<file path="src/rtl/game_controller.sv">
// Runner-game controller: jump/air/collision FSM driving player height, status flags and score.
// Optional score counter compiled in with `define GAME_SCORE_EN; otherwise score is constant 0.
module game_controller #(
  parameter logic [9:0]  GROUND_Y  = 10'd400,
  parameter logic [9:0]  JUMP_Y    = 10'd300,
  parameter int unsigned AIR_TICKS = 120
) (
  input  logic        clk3,
  input  logic        rst,
  input  logic        jump,
  input  logic        tick,
  input  logic        hit,
  output logic [1:0]  state,
  output logic [9:0]  player_y,
  output logic        floating,
  output logic        game_over,
  output logic [13:0] score
);

  localparam int unsigned CNT_W     = 10;
  localparam int unsigned SCORE_W   = 14;
  localparam logic [CNT_W-1:0]   AIR_LAST  = CNT_W'(AIR_TICKS - 1);
  localparam logic [SCORE_W-1:0] SCORE_MAX = SCORE_W'(9999);

  typedef enum logic [1:0] {
    IDLE = 2'd0,
    RUN  = 2'd1,
    AIR  = 2'd2,
    OVER = 2'd3
  } state_t;

  state_t           state_q, state_d;
  logic             jump_q;
  logic             armed;
  logic             jump_edge;
  logic [CNT_W-1:0] air_cnt, air_cnt_d;
  logic [9:0]       player_y_d;

  // armed blocks a button held through reset from counting as a press
  assign jump_edge = jump & ~jump_q & armed;
  assign state     = state_q;

  always_ff @(posedge clk3 or posedge rst) begin
    if (rst) begin
      state_q   <= IDLE;
      jump_q    <= 1'b0;
      armed     <= 1'b0;
      air_cnt   <= '0;
      player_y  <= GROUND_Y;
      floating  <= 1'b0;
      game_over <= 1'b0;
    end else begin
      state_q   <= state_d;
      jump_q    <= jump;
      armed     <= armed | ~jump;
      air_cnt   <= air_cnt_d;
      player_y  <= player_y_d;
      floating  <= (state_d == AIR);
      game_over <= (state_d == OVER);
    end
  end

  // next-state: hit outranks both a jump press and air-time expiry
  always_comb begin
    state_d = state_q;
    unique case (state_q)
      IDLE: if (jump_edge) state_d = RUN;
      RUN: begin
        if (hit)            state_d = OVER;
        else if (jump_edge) state_d = AIR;
      end
      AIR: begin
        if (hit)                               state_d = OVER;
        else if (tick && (air_cnt == AIR_LAST)) state_d = RUN;
      end
      OVER: if (jump_edge) state_d = IDLE;
      default: state_d = IDLE;
    endcase
  end

  // datapath next values; a tick on the launch cycle is not air time
  always_comb begin
    air_cnt_d  = air_cnt;
    player_y_d = player_y;
    unique case (state_q)
      RUN: begin
        if (!hit && jump_edge) begin
          air_cnt_d  = '0;
          player_y_d = JUMP_Y;
        end
      end
      AIR: begin
        if (!hit && tick) begin
          air_cnt_d = air_cnt + CNT_W'(1);
          if (air_cnt == AIR_LAST) player_y_d = GROUND_Y;
        end
      end
      OVER: if (jump_edge) player_y_d = GROUND_Y;
      default: ;
    endcase
  end

`ifdef GAME_SCORE_EN
  logic [SCORE_W-1:0] score_d;

  // frames survived; the tick of a collision cycle does not count
  always_comb begin
    score_d = score;
    if (state_q == IDLE && jump_edge)
      score_d = '0;
    else if ((state_q == RUN || state_q == AIR) && tick && !hit && score != SCORE_MAX)
      score_d = score + SCORE_W'(1);
  end

  always_ff @(posedge clk3 or posedge rst) begin
    if (rst) score <= '0;
    else     score <= score_d;
  end
`else
  assign score = '0;
`endif

endmodule

</file>
<file path="config.mk">
export PLATFORM = sky130hd
export DESIGN_NAME = game_controller
export DESIGN_NICKNAME = d
export VERILOG_FILES = /design/src/rtl/game_controller.sv
export SDC_FILE = /design/constraint.sdc
export NUM_CORES = 1
export LEC_CHECK = 0
export ABC_AREA = 1
export CAP_MARGIN = 20
export CORE_MARGIN = 3
export CORE_UTILIZATION = 47
export CTS_CLUSTER_DIAMETER = 200
export DETAILED_ROUTE_END_ITERATION = 10
export PLACE_DENSITY_LB_ADDON = 0.12
export SLEW_MARGIN = 10
export SYNTH_ARGS = -nofsm -noshare
export SYNTH_HDL_FRONTEND = slang
export SYNTH_SLANG_ARGS = --single-unit
</file>
<file path="constraint.sdc">
create_clock -name clk3 -period 1.61 [get_ports clk3]
set_clock_uncertainty 0.05 [all_clocks]
set_input_delay 0.483 -clock clk3 [delete_from_list [all_inputs] [get_ports clk3]]
set_output_delay 0.483 -clock clk3 [all_outputs]
set_load 0.01 [all_outputs]
</file>
==> Word-level counts from Yosys, hierarchy flattened <==
Cells that the tools add are included.
{ "word_totals": {"reg_bits": 26, "latchBits": 0, "ramBits": 0, "mem_bits_ro": 0, "inputBits": 5, "output_inout_bits": 28, "word_cells": 47, "mem_count": 0} }
{ "op_classes": {"n_addsub": 1, "n_mul": 0, "n_div": 0, "n_lt_le_gt_ge": 0, "eq_ne": 10, "shifts": 0, "mux": 15, "bitwise_logic": 5, "reduce_logical": 9} }
{ "op_table": {"columns": ["cell", "n"], "rows": [
  ["2-to-1 mux 10 bit", 6],
  ["case mux 10 bit (3 select lines)", 1],
  ["case mux 10 bit (2 select lines)", 1],
  ["2-to-1 mux 2 bit", 6],
  ["adder 10 x 1 -> 10 bit (second input constant)", 1],
  ["== test 10 x 7 -> 1 bit (second input constant)", 1],
  ["== test 2 bit (second input constant)", 4],
  ["!= test 2 bit (second input constant)", 4],
  ["case mux 2 bit (4 select lines)", 1],
  ["AND reduction 5 bit", 1],
  ["logical AND 1 bit", 3],
  ["AND reduction 3 bit", 1],
  ["nonzero test 3 bit", 1],
  ["AND 1 bit", 2],
  ["== test 2 x 1 -> 1 bit (second input constant)", 1],
  ["logical NOT 2 bit", 1],
  ["NOT 1 bit", 2],
  ["nonzero test 2 bit", 1],
  ["logical NOT 1 bit", 1],
  ["bitwise OR 1 bit", 1]
]} }

==> Depth between registers and ports, before layout <==
Gate-level depths: netlist of run 1.
{ "logic_depth": {"depth_word": 7, "ltp_mapped": 10} }

==> Worst setup path after synthesis of run 1 <==
No wires, ideal clock.
{ "synth_path": {"path_type": "in2reg", "startpoint": "input jump", "endpoint": "register player_y[5]", "arrival_ns": 1.181, "t_required_ns": 1.439, "slack_ns": 0.258, "stages": 7, "n_path_buf": 0, "cell_sequence": "nand2_1 -> nor2_2 -> nand3_4 -> a21oi_4 -> nand2_1 -> nand2_1 -> nand2_1"} }
{ "synth_via": {"elab_chain_cells": 5} }
{ "synth_lines": {"columns": ["item", "line_no", "source"], "rows": [
  ["start, declared", "10", "input logic jump,"],
  ["AND 1 bit * (2 in a row)", "40", "assign jump_edge = jump & ~jump_q & armed;"],
  ["logical AND 1 bit", "87", "if (!hit && jump_edge) begin"],
  ["!= test 2 bit (no line)", null, null],
  ["AND reduction 5 bit (no line) *", null, null],
  ["end signal, assigned", "57", "player_y <= player_y_d;"],
  ["end, declared", "14", "output logic [9:0] player_y,"]
]} }
Mark *: on every way between the ends. The rest lies on a longest branch, timed or not.
A chain may end at the register's enable or synchronous reset.

==> Worst setup path after layout of run 1 <==
Same ends and word-level chain as after synthesis.

==> results.json, run 1 <==
{
  "synth_cell_types": 23,
  "setup_slack_ns": 0.0734,
  "wl_per_cell_um": 10.7,
  "p_int_mw": 0.996,
  "hold_class": "reg2reg",
  "ys_seq_elements": 18,
  "final-instance-count-excl-fill": 206,
  "synth_area_per_cell_um2": 7.59,
  "drv_slew": 0,
  "diodes": 0,
  "post-route-util_pct": 59.0,
  "outcome": "complete, no violations",
  "maxCapViolations": 0,
  "hpwl_mm": 1.70,
  "finalPower_mw": 1.62,
  "synth_warnings": 0,
  "max_freq_mhz": 651,
  "fin_tns_setup_ns": 0,
  "postRouteAntennaNets": 0,
  "power_density_nw_per_um2": 1210,
  "p_seq_share_pct": 39.3,
  "switching_power_mw": 0.626,
  "cts_buffers": 3,
  "grt_pass1_wl_mm": 3.96,
  "die_w_um": 55.9,
  "clk_path_buf_depth": 2,
  "coreArea_um2": 2280,
  "fin_crit_ns": 1.54,
  "setup_viol": 0,
  "cts_sinks": 18,
  "synth_cells": 154,
  "arrival_ns": 1.68,
  "crit_buf_inv": 1,
  "antenna_found_initial": 0,
  "drtIter0Drc": 18,
  "area_delta_synth_final_pct": 15.0,
  "first_global_vias": 917,
  "vias": 965,
  "endpoint_kind": "register",
  "die_y_um": 55.9,
  "dp.cells": 199,
  "clkPwrFrac_pct": 17.4,
  "seq_area_frac_synth_pct": 38.7,
  "ios": 33,
  "critPathMaxFanout": 4,
  "rsz0062_at_grt": "true",
  "rows": 17,
  "holdWs_ns": 0.416,
  "grt_max_degree": 19,
  "slowest_stage": "clkdlybuf4s50_1",
  "cp_top_family": "simple AND/OR/NAND/NOR gates",
  "postRouteWirelength_mm": 2.21,
  "required_ns": 1.76,
  "r2r_slack_ns": 0.18,
  "grt.total_usage_pct": 16.0,
  "grt_overflow_total": 0,
  "clock_latency_ns": 0.29,
  "final_net_count": 185,
  "crit_top_cell": "nand2_1",
  "ir_drop_uv": 708,
  "dieArea_um2": 3120,
  "portBuffers": 13,
  "drc_errors": 0,
  "comb_power_share_pct": 43.3,
  "crit_chain": "clkdlybuf4s50_1 > nand2_1 > nor2_4 > nand3_4 > a21oi_4 > nand2_1 > nand2_1 > nand2_1",
  "finalHoldViolCount": 0,
  "vias_per_cell": 4.68,
  "dr.pass1.iters": 4,
  "sw_frac_of_total_pct": 38.6,
  "timing.final.crit_share_pct": 95.4,
  "leakage_nw": 0.729,
  "initial_core_util_pct": 51.3,
  "htreeDepth": 1,
  "max_stage_delay_ns": 0.48,
  "crit_type": "in2reg",
  "place_area_um2": 1300,
  "gp_congestion": 0.846,
  "final_cell_area_um2": 1340,
  "pre_cts_slack_ns": -0.267,
  "startpoint_type": "input port",
  "cts-root-buf": "clkbuf_4",
  "drive_gt1_share_pct": 16.9,
  "cts.clk_slew.worst_paths_ns": 0.10,
  "tritoncts": "yes",
  "syn_area_um2": 1170
}
==> synth_stat cells (all sizes together) <==
cell | n | share of area, %
nor3 | 3 | 1.3
o21bai | 1 | 0.64
nand2 | 40 | 13
ha | 1 | 1.1
xor2 | 2 | 1.5
conb | 2 | 0.64
nand4 | 6 | 3.2
dfstp | 1 | 2.2
nor2 | 17 | 6.3
dfrtp | 17 | 36
a21oi | 5 | 3.7
inv | 20 | 6.4
buf | 23 | 15
nand3 | 10 | 5.4
o21ai | 6 | 2.6
==> power groups by stage <==
stage	sequential, mW	clock (mW)	combinational (mW)
2_1_floorplan	0.691	0	0.442
3_3_place_gp	0.653	0	0.709
3_5_place_dp	0.659	0	0.721
4_1_cts	0.639	0.297	0.717
5_1_grt	0.657	0.316	0.790
6_report	0.638	0.282	0.702
==> cell usage in the layout, fill, tap and decap left out, types with 4 or more instances in the layout <==
cell type / n
o21ai_0: 6
dfrtp_1: 17
nand4_1: 6
dlygate4sd2_1: 7
conb_1: 19
nand3_1: 9
nor2_1: 14
buf_4: 13
clkdlybuf4s50_1: 4
inv_1: 18
nand2_1: 39
==> layer usage <==
layer	vias to the layer above	routed length, um	share of wire, %	global-route usage (%)
li1	487	-	-	-
met1	431	1010	46	21.1
met2	42	992	45	26.0
met3	5	163	7.4	2.32
met4	0	42	1.9	7.12
met5	-	0	0	0
==> registers in the layout, summed over array words and instances (netlist names) <==
name       flops
air_cnt       10
armed          1
jump_q         1
floating       1
game_over      1
player_y       2
state          2
==> worst register-to-register path, cell delays in order, from the launching register on <==
cell	delay, ns
dfrtp_1	0.40
buf_4	0.16
nor2_1	0.22
nand3_4	0.14
a21oi_4	0.17
nand2_1	0.09
nand2_1	0.06
nand2_1	0.05
==> layout make-up <==
type,count,area (um^2)
multi-input cells,110,537
inverters,20,75.1
flip-flops and latches,18,452
fillers,214,932
well taps,28,35.0
repair buffers,26,209
clock buffers,4,36.3
==> final timing paths <==
path                          start           to  depth (start not counted)
setup reg to reg           state[1]  player_y[5]                          7
max in group asynchronous       rst  player_y[4]                          3
min in group asynchronous       rst     state[0]                          3
hold / removal                armed        armed                          2
hold reg to reg               armed        armed                          2
setup / recovery               jump  player_y[5]                          8
==> logic make-up (layout without fill, tap and decap cells) <==
group | after synthesis | in the layout | share of synthesized area, %
compound gates | 12 | 12 | 6.96
flops | 18 | 18 | 38.7
buf+inv | 43 | 50 | 21.5
other cells | 2 | 19 | 0.643
simple gates | 76 | 76 | 29.7
fa+ha+maj | 1 | 1 | 1.07
xor+xnor | 2 | 2 | 1.50
==> what timing repair did <==
item / in CTS / in global routing
setup buffers: 3 / 0
hold buffers: 0 / 0
setup endpoints to repair: 9 / 5
gates resized for setup: 13 / 4
Power figures use the tool's default switching activity.
==> run 2: changes to the inputs <==
--- a/config.mk
+++ b/config.mk
@@ -7,7 +7,7 @@
 export LEC_CHECK = 0
 export ABC_AREA = 1
 export CAP_MARGIN = 20
-export CORE_MARGIN = 3
+export CORE_MARGIN = 5
 export CORE_UTILIZATION = 47
 export CTS_CLUSTER_DIAMETER = 200
 export DETAILED_ROUTE_END_ITERATION = 10
==> run 2 against run 1 <==
Final area down 1.3%. Power is 3.3% lower. Combinational power is 3% lower. Sequential power barely moved. Fmax is 0.25% lower. Clock-buffer cell count unchanged. Via count shrank 0.10%. First-iteration DRC count is 33% higher. Clock power fell by 13%. Global-route usage fell by 2.3 points. Flip-flop and latch count unchanged. Critical path type is now reg2out. Critical endpoint is now state[0].
==> results.json, run 2 (synthesis results as in run 1) <==
{
  "outcome": "complete, no violations",
  "tritoncts": "yes",
  "final_common_cell": "nand2_1",
  "regMostFlops": "air_cnt",
  "layout_common_cells": "nand2_1 (37), conb_1 (19), inv_1 (18)",
  "final_net_count": 184,
  "grt_pass1_wl_mm": 3.75,
  "timing.final.crit_share_pct": 95.7,
  "endpoint": "state[0]",
  "startpoint": "state[0]",
  "die_y_um": 59.9,
  "power_density_nw_per_um2": 1180,
  "die_w_um": 59.9,
  "cp.depth": 1,
  "rsz0062_at_grt": "false",
  "htreeDepth": 1,
  "r2r_end": "state[0]",
  "vias_per_cell": 4.66,
  "crit_chain": "dlygate4sd2_1",
  "post-route-util_pct": 54.5,
  "drc_errors": 0,
  "setup_slack_ns": 0.0695,
  "vias": 964,
  "ir_drop_uv": 948,
  "dr.pass1.iters": 4,
  "hold_class": "in2reg",
  "initial_core_util_pct": 48.0,
  "hold_start": "jump",
  "cp_top_family": "flip-flops",
  "max_freq_mhz": 649,
  "slowest_stage": "dfrtp_1",
  "clock_latency_ns": 0.30,
  "maxCapViolations": 0,
  "holdWs_ns": 0.395,
  "r2r_slack_ns": 0.12,
  "drive_gt1_share_pct": 17.5,
  "fin_crit_ns": 1.54,
  "cts_sinks": 18,
  "max_stage_delay_ns": 0.42,
  "wl_per_cell_um": 10.6,
  "hpwl_mm": 1.72,
  "cts-root-buf": "clkbuf_4",
  "drv_slew": 0,
  "cts_buffers": 3,
  "dp.cells": 200,
  "largest_reg_flops": 10,
  "endpoint_kind": "output pin",
  "coreArea_um2": 2430,
  "arrival_ns": 1.01,
  "grt.total_usage_pct": 13.8,
  "crit_type": "reg2out",
  "required_ns": 1.08,
  "startpoint_type": "register",
  "leakage_nw": 0.722,
  "antenna_found_initial": 0,
  "postRouteWirelength_mm": 2.20,
  "setup_viol": 0,
  "cts.clk_slew.worst_paths_ns": 0.10,
  "area_delta_synth_final_pct": 13.5,
  "n_fill_cell": 242,
  "ios": 33,
  "dieArea_um2": 3580,
  "first_global_vias": 890,
  "drtIter0Drc": 24,
  "grt_overflow_total": 0,
  "crit_buf_inv": 1,
  "reg2reg_depth": 6,
  "gp_congestion": 0.818,
  "grt_max_degree": 19,
  "cts_hold_buf": 0,
  "critPathMaxFanout": 3,
  "rows": 18,
  "final-instance-count-excl-fill": 207,
  "clk_path_buf_depth": 2,
  "portBuffers": 13,
  "postRouteAntennaNets": 0,
  "diodes": 0,
  "pre_cts_slack_ns": -0.274,
  "finalHoldViolCount": 0,
  "reg2reg_from": "state[1]",
  "fin_tns_setup_ns": 0
}
-- run 2: metrics by stage --
stage | power, mW | cell area (um^2)
global route | 1.71 | 1330
detailed placement | 1.38 | 1290
global placement | 1.37 | 1290
CTS | 1.56 | 1320
finish | 1.57 | 1330
floorplan | 1.13 | 1230
-- run 2: what timing repair did --
action,CTS,global route
setup buffers,1,2
cloned,0,0
resized for setup,12,11
pin swaps,0,2
setup endpoints to repair,9,10
endpoints found under the hold margin,0,0
-- run 2: power breakdown --
group          switching (mW)  leakage (nW)  internal [mW]  total [mW]
clock                   0.148        0.0150         0.0966       0.245
combinational           0.412         0.477          0.271       0.683
sequential             0.0714         0.230          0.569       0.640
-- run 2: how the worst min path moves through the flow --
stage                       to  slack (ns)  cells after the start
global placement         armed        0.40                      2
floorplan           air_cnt[0]        0.37                      1
detailed placement       armed        0.40                      2
CTS                      armed        0.42                      2
global route            jump_q        0.42                      2
finish                  jump_q        0.40                      2
-- run 2: metal layers --
metal	GRT usage [%]	part of all wire, %
met1	19.3	46
met2	20.4	47
met3	3.02	6.0
met4	5.70	1.5
met5	0	0
-- run 2: final cells by class --
| class | instances | area [um^2] | area share, % |
|---|---|---|---|
| multi-input cells | 110 | 539 | 40.7 |
| flip-flops and latches | 18 | 452 | 34.1 |
| repair buffers | 25 | 196 | 14.8 |
| inverters | 20 | 75.1 | 5.66 |
| well taps | 30 | 37.5 | 2.83 |
| clock buffers | 4 | 26.3 | 1.98 |
==> run 3: changes to the inputs <==
--- a/config.mk
+++ b/config.mk
@@ -7,6 +7,7 @@
 export LEC_CHECK = 0
 export ABC_AREA = 1
 export CAP_MARGIN = 20
+export CORE_ASPECT_RATIO = 1.25
 export CORE_MARGIN = 5
 export CORE_UTILIZATION = 47
 export CTS_CLUSTER_DIAMETER = 200
==> run 3 against run 2 <==
Die area up 0.17%. Largest power group unchanged. Global-route usage is 0.76 points higher. Highest routed layer unchanged. Routed wire length up 11%. Core utilization increased by 3.3 points. Non-clock buffer count is 3 higher. Critical endpoint unchanged.
==> results.json, run 3 (synthesis results as in run 1) <==
{
  "outcome": "complete, no violations",
  "grt_max_degree": 19,
  "reg2reg_depth": 7,
  "wl_per_cell_um": 11.5,
  "required_ns": 1.08,
  "arrival_ns": 1.00,
  "fin_crit_ns": 1.53,
  "cts_buffers": 3,
  "crit_buf_inv": 1,
  "area_delta_synth_final_pct": 18.8,
  "cp_top_family": "flip-flops",
  "grt_overflow_total": 0,
  "pre_cts_slack_ns": -0.284,
  "die_y_um": 65.8,
  "vias": 990,
  "clk_path_buf_depth": 2,
  "layout_common_cells": "nand2_1 (37), conb_1 (19), inv_1 (18)",
  "portBuffers": 13,
  "hold_path_depth": 2,
  "rows": 20,
  "fin_tns_setup_ns": 0,
  "dieArea_um2": 3590,
  "postRouteAntennaNets": 0,
  "diodes": 0,
  "cts-root-buf": "clkbuf_4",
  "endpoint_kind": "output pin",
  "htreeDepth": 1,
  "hold_start": "jump",
  "regMostFlops": "air_cnt",
  "max_freq_mhz": 654,
  "die_w_um": 54.6,
  "final_net_count": 188,
  "cts_hold_buf": 0,
  "coreArea_um2": 2400,
  "final_common_cell": "nand2_1",
  "maxCapViolations": 0,
  "largest_reg_flops": 10,
  "clock_latency_ns": 0.29,
  "dp.cells": 203,
  "holdPathEnd": "jump_q",
  "crit_type": "reg2out",
  "finalPower_mw": 1.64,
  "drv_slew": 0,
  "reg2reg_from": "state[1]",
  "tritoncts": "yes",
  "rsz0062_at_grt": "false",
  "crit_chain": "dlygate4sd2_1",
  "power_density_nw_per_um2": 1180,
  "drive_gt1_share_pct": 20.4,
  "antenna_found_initial": 0,
  "postRouteWirelength_mm": 2.45,
  "drc_errors": 0,
  "critPathMaxFanout": 3,
  "holdWs_ns": 0.408,
  "leakage_nw": 0.751,
  "final-instance-count-excl-fill": 214,
  "grt_pass1_wl_mm": 3.84,
  "ir_drop_uv": 872,
  "dr.pass1.iters": 4,
  "cts.clk_slew.worst_paths_ns": 0.11,
  "n_fill_cell": 246,
  "r2r_end": "air_cnt[4]",
  "finalHoldViolCount": 0,
  "initial_core_util_pct": 48.6,
  "timing.final.crit_share_pct": 95.0,
  "vias_per_cell": 4.63,
  "startpoint_type": "register",
  "gp_congestion": 0.849,
  "hold_class": "in2reg",
  "grt.total_usage_pct": 14.5,
  "first_global_vias": 966,
  "cts_sinks": 18,
  "setup_slack_ns": 0.0812,
  "ios": 33,
  "max_stage_delay_ns": 0.41,
  "drtIter0Drc": 17,
  "slowest_stage": "dfrtp_1",
  "setup_viol": 0,
  "hpwl_mm": 1.84,
  "r2r_slack_ns": 0.15
}
-- run 3: cell types whose count changed in the layout (fill, tap and decap cells not counted) --
cell	change
o21ai_1	-1
clkbuf_8	+1
buf_4	+2
o21ai_0	+1
buf_6	+1
nand2_8	+1
nor2_2	+1
clkbuf_1	-1
nor2_1	-1
-- run 3: final cells by class --
class,count,area [um^2],area share (%)
clock buffer,4,36.3,2.61
sequential,18,452,32.5
tap,33,41.3,2.97
timing repair buffer,28,223,16.0
multi-input combinational,111,562,40.5
inverter,20,75.1,5.41
-- run 3: where the power goes --
group	leakage (nW)	internal (mW)	switching (mW)
registers	0.230	0.569	0.0725
logic	0.500	0.292	0.431
clock network	0.0210	0.138	0.139
total	0.751	0.998	0.643
-- run 3: how the worst max path moves through the flow --
stage | startpoint | to | slack (ns) | cells past startpoint
floorplan | jump | player_y[5] | 0.26 | 7
global placement | jump | player_y[5] | -0.25 | 8
detailed placement | jump | player_y[5] | -0.28 | 8
CTS | player_y[4] | player_y[7] | -0.02 | 1
global route | air_cnt[5] | game_over | 0.01 | 9
finish | state[0] | state[0] | 0.08 | 1
-- run 3: per-layer routing --
| metal | part of all wire (%) | routed length (um) | vias to the layer above | track usage (%) |
|---|---|---|---|---|
| met5 | 0 | 0 | - | 0 |
| met1 | 40 | 972 | 469 | 17.5 |
| met3 | 3.1 | 76 | 2 | 2.72 |
| met4 | 0.53 | 13 | 0 | 5.30 |
| met2 | 57 | 1390 | 21 | 24.7 |
| li1 | - | - | 498 | - |
-- run 3: through the flow --
step	util, %	instance area (um^2)
after floorplan	-	1230
after global placement	53.9	1290
after detailed placement	53.9	1290
after CTS	55.8	1340
after global routing	57.8	1390
final	57.8	1390
-- run 3: timing repair --
action,in CTS,in global routing
pin swaps,0,3
resized for setup,14,11
cloned,0,1
setup endpoints to repair,9,15
setup buffers,2,4
